==> src/rtl/muldiv_unit_pkg.sv <==
// ============================================================================
// Module : muldiv_unit_pkg
// Brief  : Shared types and helpers for the HI/LO multiply/divide unit.
// Rev    : 1.0
// ============================================================================
`default_nettype none

package muldiv_unit_pkg;

    typedef enum logic [1:0] {
        MD_MULT  = 2'd0,
        MD_MULTU = 2'd1,
        MD_DIV   = 2'd2,
        MD_DIVU  = 2'd3
    } muldiv_op_t;

    typedef enum logic [1:0] {
        MD_IDLE = 2'd0,
        MD_RUN  = 2'd1,
        MD_FIX  = 2'd2
    } muldiv_state_t;

    function automatic logic op_is_div(input muldiv_op_t op);
        return (op == MD_DIV) || (op == MD_DIVU);
    endfunction

    function automatic logic op_is_signed(input muldiv_op_t op);
        return (op == MD_MULT) || (op == MD_DIV);
    endfunction

endpackage

`default_nettype wire

==> src/rtl/muldiv_unit_if.sv <==
// ============================================================================
// Module : muldiv_unit_if
// Brief  : ALU <-> multiply/divide unit request, HI/LO access and status.
// Rev    : 1.0
// ============================================================================
`default_nettype none

interface muldiv_unit_if
    import muldiv_unit_pkg::*;
#(
    parameter int WIDTH = 32
);
    logic             start;
    muldiv_op_t       op;
    logic [WIDTH-1:0] a;
    logic [WIDTH-1:0] b;
    logic             hi_we;
    logic             lo_we;
    logic [WIDTH-1:0] wd;
    logic             busy;
    logic             done;
    logic [WIDTH-1:0] hi;
    logic [WIDTH-1:0] lo;

    modport master (
        output start, op, a, b, hi_we, lo_we, wd,
        input  busy, done, hi, lo
    );

    modport slave (
        input  start, op, a, b, hi_we, lo_we, wd,
        output busy, done, hi, lo
    );

endinterface

`default_nettype wire

==> src/rtl/muldiv_unit_neg_abs.sv <==
// ============================================================================
// Module : neg_abs
// Brief  : Conditional two's complement, y = neg ? -x : x.
// Rev    : 1.0
// ============================================================================
`default_nettype none

module neg_abs #(
    parameter int WIDTH = 32
) (
    input  logic             neg,
    input  logic [WIDTH-1:0] x,
    output logic [WIDTH-1:0] y
);

    assign y = neg ? (~x + {{(WIDTH-1){1'b0}}, 1'b1}) : x;

endmodule

`default_nettype wire

==> src/rtl/muldiv_unit.sv <==
// ============================================================================
// Module : muldiv_unit
// Brief  : Iterative radix-2 multiply/divide unit owning the HI/LO registers.
// Rev    : 1.0
// ============================================================================
`default_nettype none

module muldiv_unit
    import muldiv_unit_pkg::*;
#(
    parameter int WIDTH = 32
) (
    input  logic         clock,
    input  logic         reset,
    muldiv_unit_if.slave bus
);

    localparam int                 c_cnt_w    = $clog2(WIDTH);
    localparam logic [c_cnt_w-1:0] c_cnt_last = c_cnt_w'(WIDTH - 1);

    muldiv_state_t      r_state;
    muldiv_state_t      w_next_state;
    logic [c_cnt_w-1:0] r_cnt;
    logic               r_is_div;
    logic               r_neg_hi;
    logic               r_neg_lo;
    logic               r_div_zero;
    logic [WIDTH-1:0]   r_opb;
    logic [2*WIDTH-1:0] r_acc;
    logic               r_done;
    logic [WIDTH-1:0]   r_hi;
    logic [WIDTH-1:0]   r_lo;

    logic               w_signed;
    logic               w_div;
    logic [WIDTH-1:0]   w_abs_a;
    logic [WIDTH-1:0]   w_abs_b;
    logic [WIDTH:0]     w_mul_sum;
    logic [2*WIDTH-1:0] w_mul_step;
    logic [WIDTH:0]     w_div_shift;
    logic [WIDTH:0]     w_div_diff;
    logic               w_div_ok;
    logic [2*WIDTH-1:0] w_div_step;
    logic [2*WIDTH-1:0] w_prod_fix;
    logic [WIDTH-1:0]   w_quo_fix;
    logic [WIDTH-1:0]   w_rem_fix;
    logic [WIDTH-1:0]   w_res_hi;
    logic [WIDTH-1:0]   w_res_lo;

    assign w_signed = op_is_signed(bus.op);
    assign w_div    = op_is_div(bus.op);

    neg_abs #(.WIDTH(WIDTH)) u_abs_a (.neg(w_signed & bus.a[WIDTH-1]), .x(bus.a), .y(w_abs_a));
    neg_abs #(.WIDTH(WIDTH)) u_abs_b (.neg(w_signed & bus.b[WIDTH-1]), .x(bus.b), .y(w_abs_b));

    // Multiply: acc = {partial product, remaining multiplier bits}, shifted right each step.
    assign w_mul_sum  = {1'b0, r_acc[2*WIDTH-1:WIDTH]} + (r_acc[0] ? {1'b0, r_opb} : {(WIDTH+1){1'b0}});
    assign w_mul_step = {w_mul_sum, r_acc[WIDTH-1:1]};

    // Divide: acc = {remainder, dividend/quotient}, shifted left each step.
    assign w_div_shift = r_acc[2*WIDTH-1:WIDTH-1];
    assign w_div_diff  = w_div_shift - {1'b0, r_opb};
    assign w_div_ok    = ~w_div_diff[WIDTH];
    assign w_div_step  = {(w_div_ok ? w_div_diff[WIDTH-1:0] : w_div_shift[WIDTH-1:0]),
                          r_acc[WIDTH-2:0], w_div_ok};

    neg_abs #(.WIDTH(2*WIDTH)) u_fix_prod (.neg(r_neg_hi), .x(r_acc), .y(w_prod_fix));
    neg_abs #(.WIDTH(WIDTH))   u_fix_quo  (.neg(r_neg_hi), .x(r_acc[WIDTH-1:0]), .y(w_quo_fix));
    neg_abs #(.WIDTH(WIDTH))   u_fix_rem  (.neg(r_neg_lo), .x(r_acc[2*WIDTH-1:WIDTH]), .y(w_rem_fix));

    always_comb begin
        w_res_hi = w_prod_fix[2*WIDTH-1:WIDTH];
        w_res_lo = w_prod_fix[WIDTH-1:0];
        if (r_is_div) begin
            w_res_hi = r_div_zero ? {WIDTH{1'b0}} : w_quo_fix;
            w_res_lo = r_div_zero ? {WIDTH{1'b0}} : w_rem_fix;
        end
    end

    always_ff @(posedge clock or posedge reset) begin
        if (reset) r_state <= MD_IDLE;
        else       r_state <= w_next_state;
    end

    always_comb begin
        w_next_state = r_state;
        case (r_state)
            MD_IDLE: if (bus.start) w_next_state = MD_RUN;
            MD_RUN:  if (r_cnt == c_cnt_last) w_next_state = MD_FIX;
            MD_FIX:  w_next_state = MD_IDLE;
            default: w_next_state = MD_IDLE;
        endcase
    end

    always_ff @(posedge clock or posedge reset) begin
        if (reset) begin
            r_cnt      <= '0;
            r_is_div   <= 1'b0;
            r_neg_hi   <= 1'b0;
            r_neg_lo   <= 1'b0;
            r_div_zero <= 1'b0;
            r_opb      <= '0;
            r_acc      <= '0;
            r_done     <= 1'b0;
        end else begin
            r_done <= 1'b0;
            case (r_state)
                MD_IDLE: begin
                    if (bus.start) begin
                        r_cnt      <= '0;
                        r_is_div   <= w_div;
                        r_neg_hi   <= w_signed & (bus.a[WIDTH-1] ^ bus.b[WIDTH-1]);
                        r_neg_lo   <= w_signed & w_div & bus.a[WIDTH-1];
                        r_div_zero <= w_div & (bus.b == {WIDTH{1'b0}});
                        r_acc      <= {{WIDTH{1'b0}}, (w_div ? w_abs_a : w_abs_b)};
                        r_opb      <= w_div ? w_abs_b : w_abs_a;
                    end
                end
                MD_RUN: begin
                    r_acc <= r_is_div ? w_div_step : w_mul_step;
                    r_cnt <= r_cnt + 1'b1;
                end
                MD_FIX:  r_done <= 1'b1;
                default: r_done <= 1'b0;
            endcase
        end
    end

    // MTHI/MTLO land only while idle; the FIX edge always wins.
    always_ff @(posedge clock or posedge reset) begin
        if (reset) begin
            r_hi <= '0;
            r_lo <= '0;
        end else if (r_state == MD_FIX) begin
            r_hi <= w_res_hi;
            r_lo <= w_res_lo;
        end else if (r_state == MD_IDLE) begin
            if (bus.hi_we) r_hi <= bus.wd;
            if (bus.lo_we) r_lo <= bus.wd;
        end
    end

    assign bus.busy = (r_state != MD_IDLE);
    assign bus.done = r_done;
    assign bus.hi   = r_hi;
    assign bus.lo   = r_lo;

endmodule

`default_nettype wire

==> src/flat_wrapper.sv <==
// flat-port wrapper written by rule: the top's interface ports become plain ports
module muldiv_unit_flat import muldiv_unit_pkg::*;
#(
    parameter int WIDTH = 32
)
  (clock, reset, bus_start, bus_op, bus_a, bus_b, bus_hi_we, bus_lo_we, bus_wd, bus_busy, bus_done, bus_hi, bus_lo);
  muldiv_unit_if #(.WIDTH(WIDTH)) bus_i ();
  input  logic clock;
  input  logic reset;
  input wire logic [$bits(bus_i.start)-1:0] bus_start;
  input wire logic [$bits(bus_i.op)-1:0] bus_op;
  input wire logic [$bits(bus_i.a)-1:0] bus_a;
  input wire logic [$bits(bus_i.b)-1:0] bus_b;
  input wire logic [$bits(bus_i.hi_we)-1:0] bus_hi_we;
  input wire logic [$bits(bus_i.lo_we)-1:0] bus_lo_we;
  input wire logic [$bits(bus_i.wd)-1:0] bus_wd;
  output wire logic [$bits(bus_i.busy)-1:0] bus_busy;
  output wire logic [$bits(bus_i.done)-1:0] bus_done;
  output wire logic [$bits(bus_i.hi)-1:0] bus_hi;
  output wire logic [$bits(bus_i.lo)-1:0] bus_lo;
  assign bus_i.start = bus_start;
  assign bus_i.op = bus_op;
  assign bus_i.a = bus_a;
  assign bus_i.b = bus_b;
  assign bus_i.hi_we = bus_hi_we;
  assign bus_i.lo_we = bus_lo_we;
  assign bus_i.wd = bus_wd;
  assign bus_busy = bus_i.busy;
  assign bus_done = bus_i.done;
  assign bus_hi = bus_i.hi;
  assign bus_lo = bus_i.lo;
  muldiv_unit #(.WIDTH(WIDTH)) u_core (.clock(clock), .reset(reset), .bus(bus_i));
endmodule
==> config.mk <==
export PLATFORM = sky130hd
export DESIGN_NAME = muldiv_unit_flat
export DESIGN_NICKNAME = d
export VERILOG_FILES = /design/src/rtl/muldiv_unit_pkg.sv /design/src/rtl/muldiv_unit_if.sv /design/src/rtl/muldiv_unit_neg_abs.sv /design/src/rtl/muldiv_unit.sv /design/src/flat_wrapper.sv
export SDC_FILE = /design/constraint.sdc
export NUM_CORES = 1
export LEC_CHECK = 0
export CAP_MARGIN = 40
export CORE_AREA = 4 4 249 129
export CTS_CLUSTER_SIZE = 16
export DETAILED_ROUTE_END_ITERATION = 8
export DIE_AREA = 0 0 253 133
export PLACE_DENSITY = 0.87
export SLEW_MARGIN = 20
export SYNTH_ARGS = -nofsm -noshare
export SYNTH_HDL_FRONTEND = slang
export SYNTH_SLANG_ARGS = --single-unit
==> constraint.sdc <==
create_clock -name clock -period 6.2 [get_ports clock]
set_clock_uncertainty 0.05 [all_clocks]
set_input_delay 1.86 -clock clock [delete_from_list [all_inputs] [get_ports clock]]
set_output_delay 1.86 -clock clock [all_outputs]
set_load 0.005 [all_outputs]
==> Word-level counts from Yosys, hierarchy flattened <==
Cells that the tools add are included.
{ "totals": {"out_inout_bits": 66, "reg_bits": 172} }
{ "op_classes": {"add_sub_neg": 8, "eq_ne": 7, "bitwise": 13, "muxes": 28, "reduce_logical": 15} }
{ "ops": {"columns": ["op", "n"], "rows": [
  ["$mux 32", 18],
  ["$mux 64", 3],
  ["$add 32x1->32 const B", 4],
  ["$not 32->32", 4],
  ["$pmux 64 s2", 1],
  ["$add 64x1->64 const B", 1],
  ["$not 64->64", 1],
  ["$add 32x33->33", 1],
  ["$sub 33x32->33", 1],
  ["$logic_not 32->1", 1],
  ["$pmux 5 s2", 1],
  ["$reduce_and 2->1", 5],
  ["$reduce_bool 2->1", 5],
  ["$and 1x1->1", 6],
  ["$eq 2x2->1 const B", 3],
  ["$add 5x1->5 const B", 1],
  ["$eq 5x5->1 const B", 1],
  ["$mux 5", 1],
  ["$logic_not 2->1", 2],
  ["$mux 2", 2],
  ["$pmux 2 s2", 1],
  ["$eq 2x1->1 const B", 1],
  ["$logic_or 1x1->1", 2],
  ["$ne 2x1->1 const B", 1],
  ["other kinds (4)", 4]
]} }

==> Depth between registers and ports, before layout <==
Gate-level depths: netlist (run 1).
{ "depth": {"depth_word": 7, "ltp_mapped": 14, "depth_no_buf": 13} }

==> By module <==
A second synthesis (run 1) with hierarchy kept.
{ "unflattened": {"cells_unflattened": 2043, "hier_area_um2": 17256.6} }
{ "by_module_without_submodules": {"columns": ["mod", "seq_area_each_um2", "instances", "cells_each", "area_each_um2"], "rows": [
  ["muldiv_unit", 4304.1, 1, 1441, 12499.5],
  ["neg_abs at u_core.u_abs_a ...", 0.0, 4, 99, 777.0],
  ["neg_abs at u_core.u_fix_prod", 0.0, 1, 206, 1649.1]
]} }

==> Worst setup path after synthesis (run 1) <==
OpenSTA, ideal clock, no wires.
{ "synth_path": {"path_type": "input -> register", "start": "in bus_b[4]", "end": "reg u_core.r_acc[26]", "arrival_ns": 4.316, "setup_ns": 0.126, "n_path_buf": 0, "path_stages": 8, "setup_slack_ns": 1.707, "cell_sequence": "or4_1 -> nor4_1 -> nand4_1 -> or2_2 -> o21ai_0 -> xor2_1 -> a211oi_1 -> a311o_1"} }
{ "synth_via": {"elab_chain_len": 6} }
{ "synth_lines": {"columns": ["item", "line", "text"], "rows": [
  ["start, declared", "flat_wrapper.sv:13", "input wire logic [$bits(bus_i.b)-1:0] bus_b;"],
  ["$not 32->32", "muldiv_unit_neg_abs.sv:16", "assign y = neg ? (~x + {{(WIDTH-1){1'b0}}, 1'b1}) : x;"],
  ["$add 32x1->32", "muldiv_unit_neg_abs.sv:16", null],
  ["$mux 32", "muldiv_unit_neg_abs.sv:16", null],
  ["$mux 32", "muldiv_unit.sv:115", "r_acc <= {{WIDTH{1'b0}}, (w_div ? w_abs_a : w_abs_b)};"],
  ["$mux 64", "muldiv_unit.sv:109", "if (bus.start) begin"],
  ["$pmux 64 s2", "muldiv_unit.sv:107", "case (r_state)"],
  ["end signal, assigned", "muldiv_unit.sv:115", null],
  ["end signal, assigned", "muldiv_unit.sv:120", "r_acc <= r_is_div ? w_div_step : w_mul_step;"],
  ["end, declared", "muldiv_unit.sv:29", "logic [2*WIDTH-1:0] r_acc;"]
]} }
No other way between the ends. The select of a mux whose other input is x is not followed.
A chain may end at the register's enable or synchronous reset.

==> Final worst setup path (run 1) <==
{ "layout_path": {"start": "in bus_a[0]", "end": "reg u_core.r_acc[30]"} }
{ "layout_via": {"elab_chain_len": 6} }
{ "layout_lines": {"columns": ["item", "line", "text"], "rows": [
  ["start, declared", "flat_wrapper.sv:12", "input wire logic [$bits(bus_i.a)-1:0] bus_a;"],
  ["$not 32->32", "muldiv_unit_neg_abs.sv:16", null],
  ["$add 32x1->32", "muldiv_unit_neg_abs.sv:16", null],
  ["$mux 32", "muldiv_unit_neg_abs.sv:16", null],
  ["$mux 32", "muldiv_unit.sv:115", null],
  ["$mux 64", "muldiv_unit.sv:109", null],
  ["$pmux 64 s2", "muldiv_unit.sv:107", null]
]} }
No other way between the ends. The select of a mux whose other input is x is not followed.

==> impl_metrics.csv, run 1 <==
group,metric,value,unit
synthesis,synth_area_leaders,"dfrtp_1 (27%), o21ai_0 (7.2%), xor2_1 (7.1%)",
finish,register_area,4310,sq um
synthesis,postSynthAreaPerCell,7.80,sq um
clock_tree,post-cts-setup-buffers,0,
power,p_leak,7.33,nW
hold_path,worstHoldPathCells,2,
finish,nets,2257,
floorplan,die_area,33600,sq um
critical_path,r2r-end,"u_core.r_acc[53]",
timing,period_share,76.9,%
hold_path,hold_path.class,"reg -> reg",
finish,area_delta_synth_final,16.2,%
synthesis,synth_top_family_by_area,"compound AO/OA/AOI/OAI gates",
global_route,overflow,0,
synthesis,synth_flop_cell,"dfrtp_1",
place,dp_hpwl,46.1,mm
global_route,grt_pass1_vias,15000,
hold_path,worstHoldEndpoint,"u_core.bus.hi[0]",
synthesis,yosysWarnings,0,
timing,grt_setup_unrepaired,"no",
route,drt_iter0_markers,2625,
timing,hold_violations,0,
timing,fmax,0.210,GHz
clock_tree,htree_levels,4,
floorplan,start_util,52.4,%
floorplan,fp-row-count,45,
timing,worst_slew_pin_slew,0.914,ns
global_route,grt_use_met1,51.7,%
timing,worst_slack,1.43,ns
synthesis,synth_edf_count,0,
critical_path,r2r_cells,12,
global_route,antenna_found_initial,0,
place,gp_congestion,1.03,
timing,finalSetupViolCount,0,
clock_tree,cts_tree,"done",
global_route,grt_usage,34.0,%
critical_path,crit_required,6.47,ns
timing,drv_slew,0,
synthesis,yosys.area_share.simple,19.1,%
synthesis,syn-cell-area,15700,sq um
synthesis,synth_adder_area_share,5.83,%
finish,diodes,0,
clock_tree,clockRootBuffer,"clkbuf_16",
critical_path,worstPathArrival,5.03,ns
synthesis,synth_top_area_share,27.4,%
synthesis,synthArstFlopShare,100,%
power,ir_worst_vdd,0.476,mV
critical_path,critPathLaunchType,"primary input",
synthesis,syn_inst,2014,
timing,relSlewSlack,39.0,%
clock_tree,path_clk_slew,0.07,ns
timing,tns,0,ns
route,num_vias,16700,
floorplan,die_h,133,um
synthesis,ys_seq_area_share,27.4,%
timing,period_needed,4.77,ns
run,maxCapViolCount,0,
synthesis,ys_ff_latch,172,
synthesis,synth_mux_area_share,3.78,%
hold_path,hold_path.startpoint,"u_core.bus.hi[0]",
clock_tree,cts_resized,0,
synthesis,synth-compound-area-share,27.5,%
synthesis,synth_xor_area_share,11.1,%
route,drc,0,
place,numPortBuffers,168,
floorplan,core,30000,sq um
global_route,grtUsageMet3,12.3,%
floorplan,die-width,253,um
clock_tree,holdBufCountCts,0,
critical_path,cp_max_fo,6,
power,pwr_density_cell,624,nW/um^2
critical_path,path_class,"in -> reg",
clock_tree,clk_path_buf_depth,2,
synthesis,yosysTopAreaCell,"dfrtp_1",
synthesis,synth_common_cells,"o21ai_0 (227), nand2_1 (185), nor2_1 (173)",
route,postRouteAntennaNets,0,
global_route,grt_use_met2,44.9,%
clock_tree,cts.sinks,172,
route,via_per_inst,6.68,
finish,utilization,60.9,%
critical_path,endpoint_kind,"flop",
place,pre_cts_slack,1.01,ns
synthesis,yosysMostFrequentCell,"o21ai_0",
clock_tree,clock_latency,0.47,ns
route,dr.pass1.iters,6,
status,status,"finished clean",
finish,fillers,2577,
global_route,grt_max_degree,72,
synthesis,synth_cell_types,75,
critical_path,rrSetupSlack,1.49,ns
route,wl_per_cell,23.7,um
finish,multi_input_area,10600,sq um
synthesis,syn_nets,2189,
power,p_total,0.0114,W
finish,drive_gt1_share,5.92,%
global_route,grt_pass1_wl,89.3,mm
clock_tree,cts_made_buffers,17,
critical_path,worstReg2RegStart,"u_core.r_acc[0]",
route,wl,59.0,mm
floorplan,num_io_pins,169,
global_route,busiest_layer,"met1",
## how the worst max path moves through the flow
| stage | cells past startpoint | start | to |
|---|---|---|---|
| floorplan | 8 | bus_b[4] | u_core.r_acc[26] |
| global placement | 12 | bus_a[0] | u_core.r_opb[30] |
| detailed placement | 12 | bus_a[0] | u_core.r_opb[30] |
| CTS | 12 | bus_a[0] | u_core.r_opb[30] |
| global route | 12 | bus_a[0] | u_core.r_acc[30] |
| finish | 12 | bus_a[0] | u_core.r_acc[30] |
## state kept, by name (all words and copies together), names as in the netlist
register / count
u_core.r_acc: 64
u_core.bus.hi: 32
u_core.bus.lo: 32
u_core.r_opb: 32
u_core.r_cnt: 5
u_core.r_state: 2
u_core.bus.done: 1
u_core.r_div_zero: 1
u_core.r_is_div: 1
u_core.r_neg_hi: 1
u_core.r_neg_lo: 1
## metal layers
layer / wire length [um] / part of all wire, % / vias to the layer above
li1: - / - / 7461
met1: 25500 / 43 / 7925
met2: 22900 / 39 / 1189
met3: 9460 / 16 / 86
met4: 1210 / 2.1 / 0
met5: 0 / 0 / -
## power by group
part / internal (W) / total (W) / switching (W)
Sequential: 0.00169 / 0.00262 / 0.000931
Clock: 0.000538 / 0.00108 / 0.000547
Combinational: 0.00313 / 0.00768 / 0.00455
Total: 0.00536 / 0.0114 / 0.00603
## cells by family after synthesis
kind of cell	after synthesis
multiplexers	59
XOR/XNOR	199
AND/OR/NAND/NOR	626
flip-flops	172
adder cells (fa/ha/maj)	72
AO/OA/AOI/OAI	668
buffers and inverters	218
## layout by cell type (no fill, tap or decap), drive strengths merged, types with 25 or more instances in the layout
cell	synthesis	routed
ha	70	70
nand3	25	25
xnor2	72	72
nand2	185	185
o21ai	227	227
mux2i	57	57
inv	62	67
xor2	127	127
buf	24	37
o211ai	33	33
o221ai	37	37
o31ai	28	28
nand2b	26	26
a21oi	130	130
clkdlybuf4s50	0	167
a22oi	30	30
nor3	64	64
a31oi	28	28
dfrtp	172	172
nor2	173	173
## layout make-up
cell class | count | share of cell area, %
well taps | 399 | 2.74
clock inverters | 14 | 0.843
multi-input cells | 1624 | 57.9
inverters | 62 | 1.30
repair buffers | 205 | 11.2
clock buffers | 18 | 2.35
flip-flops and latches | 172 | 23.6
## worst max-delay path, stage by stage
cell	delay [ns]
clkdlybuf4s50_1	0.46
inv_1	0.08
ha_1	0.15
or3b_2	0.47
or4_1	0.59
nor4_1	0.49
nor2_1	0.18
nor2_1	0.21
xor2_1	0.20
nand3_1	0.11
o211ai_1	0.14
o22ai_1	0.09
## through the flow
step / hold slack (ns) / instance area, sq um / std cells
after floorplan: 0.399 / 15700 / 2014
after global placement: 0.410 / 17500 / 2452
after detailed placement: 0.420 / 17600 / 2460
after CTS: 0.438 / 18200 / 2492
after global routing: 0.454 / 18300 / 2494
final: 0.432 / 18300 / 2494
(Power assumes the default switching activity.)
==> run 2, diff against run 1 <==
==> constraint.sdc (replaced) <==
create_clock -name clock -period 4.3 [get_ports clock]
set_clock_uncertainty 0.05 [all_clocks]
set_input_delay 1.29 -clock clock [delete_from_list [all_inputs] [get_ports clock]]
set_output_delay 1.29 -clock clock [all_outputs]
set_load 0.005 [all_outputs]
==> impl_metrics.csv, run 2 (synthesis gave the netlist of run 1 again) <==
group,metric,value,unit
hold_path,hold_path.class,"reg -> reg",
clock_tree,clock_latency,0.46,ns
place,numPortBuffers,168,
finish,diodes,0,
critical_path,cp_max_fo,7,
power,pwr_density_cell,888,nW/um^2
clock_tree,cts.sinks,172,
global_route,grt_usage,35.9,%
timing,finalSetupViolCount,0,
clock_tree,cts_made_buffers,17,
finish,final_cell_mix,"o21ai_0 (227), nand2_1 (184), nor2_1 (173)",
critical_path,path_class,"reg -> reg",
timing,fmax,0.239,GHz
timing,period_share,97.2,%
critical_path,endpoint_kind,"flop",
clock_tree,path_clk_slew,0.07,ns
critical_path,critPathLaunchType,"flop",
clock_tree,clk_path_buf_depth,2,
finish,nets,2324,
route,drt_iter0_markers,2611,
clock_tree,clockRootBuffer,"clkbuf_16",
global_route,overflow,0,
route,num_vias,16900,
global_route,grt_pass1_wl,93.8,mm
global_route,grt_max_degree,92,
floorplan,die_h,133,um
timing,grt_setup_unrepaired,"no",
clock_tree,htree_levels,4,
critical_path,crit_required,4.56,ns
timing,period_needed,4.18,ns
floorplan,core,30000,sq um
hold_path,hold_path.startpoint,"u_core.bus.lo[13]",
status,status,"finished clean",
route,via_per_inst,6.59,
finish,layout_commonest_cell,"o21ai_0",
timing,hold_violations,0,
finish,regMostFlops,"u_core.r_acc",
floorplan,die-width,253,um
timing,worst_slew_pin_slew,0.859,ns
floorplan,die_area,33600,sq um
timing,tns,0,ns
clock_tree,cts_tree,"done",
global_route,grt_pass1_vias,15400,
finish,largest_reg_flops,64,
critical_path,worstPathArrival,4.44,ns
finish,drive_gt1_share,8.88,%
floorplan,num_io_pins,169,
route,dr.pass1.iters,8,
route,wl,62.0,mm
run,maxCapViolCount,0,
place,dp_hpwl,48.9,mm
floorplan,fp-row-count,45,
global_route,antenna_found_initial,1,
power,p_leak,7.68,nW
clock_tree,holdBufCountCts,0,
route,postRouteAntennaNets,0,
finish,fillers,2583,
route,wl_per_cell,24.2,um
place,gp_congestion,1.02,
route,drc,0,
power,ir_worst_vdd,0.583,mV
floorplan,start_util,52.4,%
timing,relSlewSlack,42.7,%
timing,drv_slew,0,
finish,utilization,62.7,%
critical_path,cp-startpoint,"u_core.r_acc[0]",
finish,area_delta_synth_final,19.6,%
critical_path,worstReg2RegStart,"u_core.r_acc[0]",
==> run 2: cell types whose count changed in the layout (fill, tap and decap cells not counted), sizes merged <==
cell,change
clkinvlp,-2
buf,+67
clkbuf,+1
clkinv,+1
==> run 2: worst paths after layout <==
path,endpoint,slack (ns),cells after the start
worst max register to register,u_core.bus.lo[29],0.12,8
worst min-delay path,u_core.bus.lo[13],0.43,2
max in group asynchronous,u_core.r_is_div,2.27,3
worst min register to register,u_core.bus.lo[13],0.43,2
worst max-delay path,u_core.bus.lo[29],0.12,8
min in group asynchronous,u_core.bus.hi[17],1.18,2
==> run 2: where the power goes <==
part	switching [W]	internal, W	total, W	leakage [nW]
combinational	0.00689	0.00467	0.0116	5.35
sequential	0.00111	0.00244	0.00354	2.05
clock	0.000771	0.000797	0.00157	0.286
==> run 2: worst max-delay path, cell delays in order (launching register included) <==
cell and delay [ns]:
dfrtp_1 0.50, or4_4 0.59, or4b_1 0.66, or4_4 0.60
or4_4 0.53, a22oi_2 0.18, nor2_1 0.06, a2111oi_1 0.73
nor3_1 0.14
==> run 2: timing repair <==
action	in CTS	in global routing
setup buffers	0	0
endpoints found under the setup margin	0	1
resized for setup	0	1
==> run 2: metal layers <==
layer / global-route usage [%] / vias up / routed length, um
met2: 44.7 / 1187 / 23000
met1: 56.6 / 7996 / 27800
met3: 13.9 / 87 / 9960
li1: - / 7600 / -
met4: 8.29 / 2 / 1260
met5: 0 / - / 19
==> run 2: metrics by stage <==
step	setup WS (ns)	hold slack (ns)	std cells	power, W	cell area (sq um)
after detailed placement	-0.122	0.420	2526	0.0146	18200
after global placement	-0.0546	0.410	2523	0.0142	18100
final	0.122	0.432	2561	0.0167	18800
after CTS	0.287	0.436	2558	0.0162	18700
after floorplan	0.377	0.399	2014	0.0107	15700
after global routing	0.0786	0.470	2561	0.0177	18800
==> run 2: final cells by class <==
class,count,area (sq um),area share [%]
clock buffers,19,453,2.41
repair buffers,272,2580,13.8
inverters,62,236,1.26
clock inverters,13,128,0.679
flip-flops and latches,172,4310,22.9
multi-input cells,1624,10600,56.3
well taps,399,499,2.66
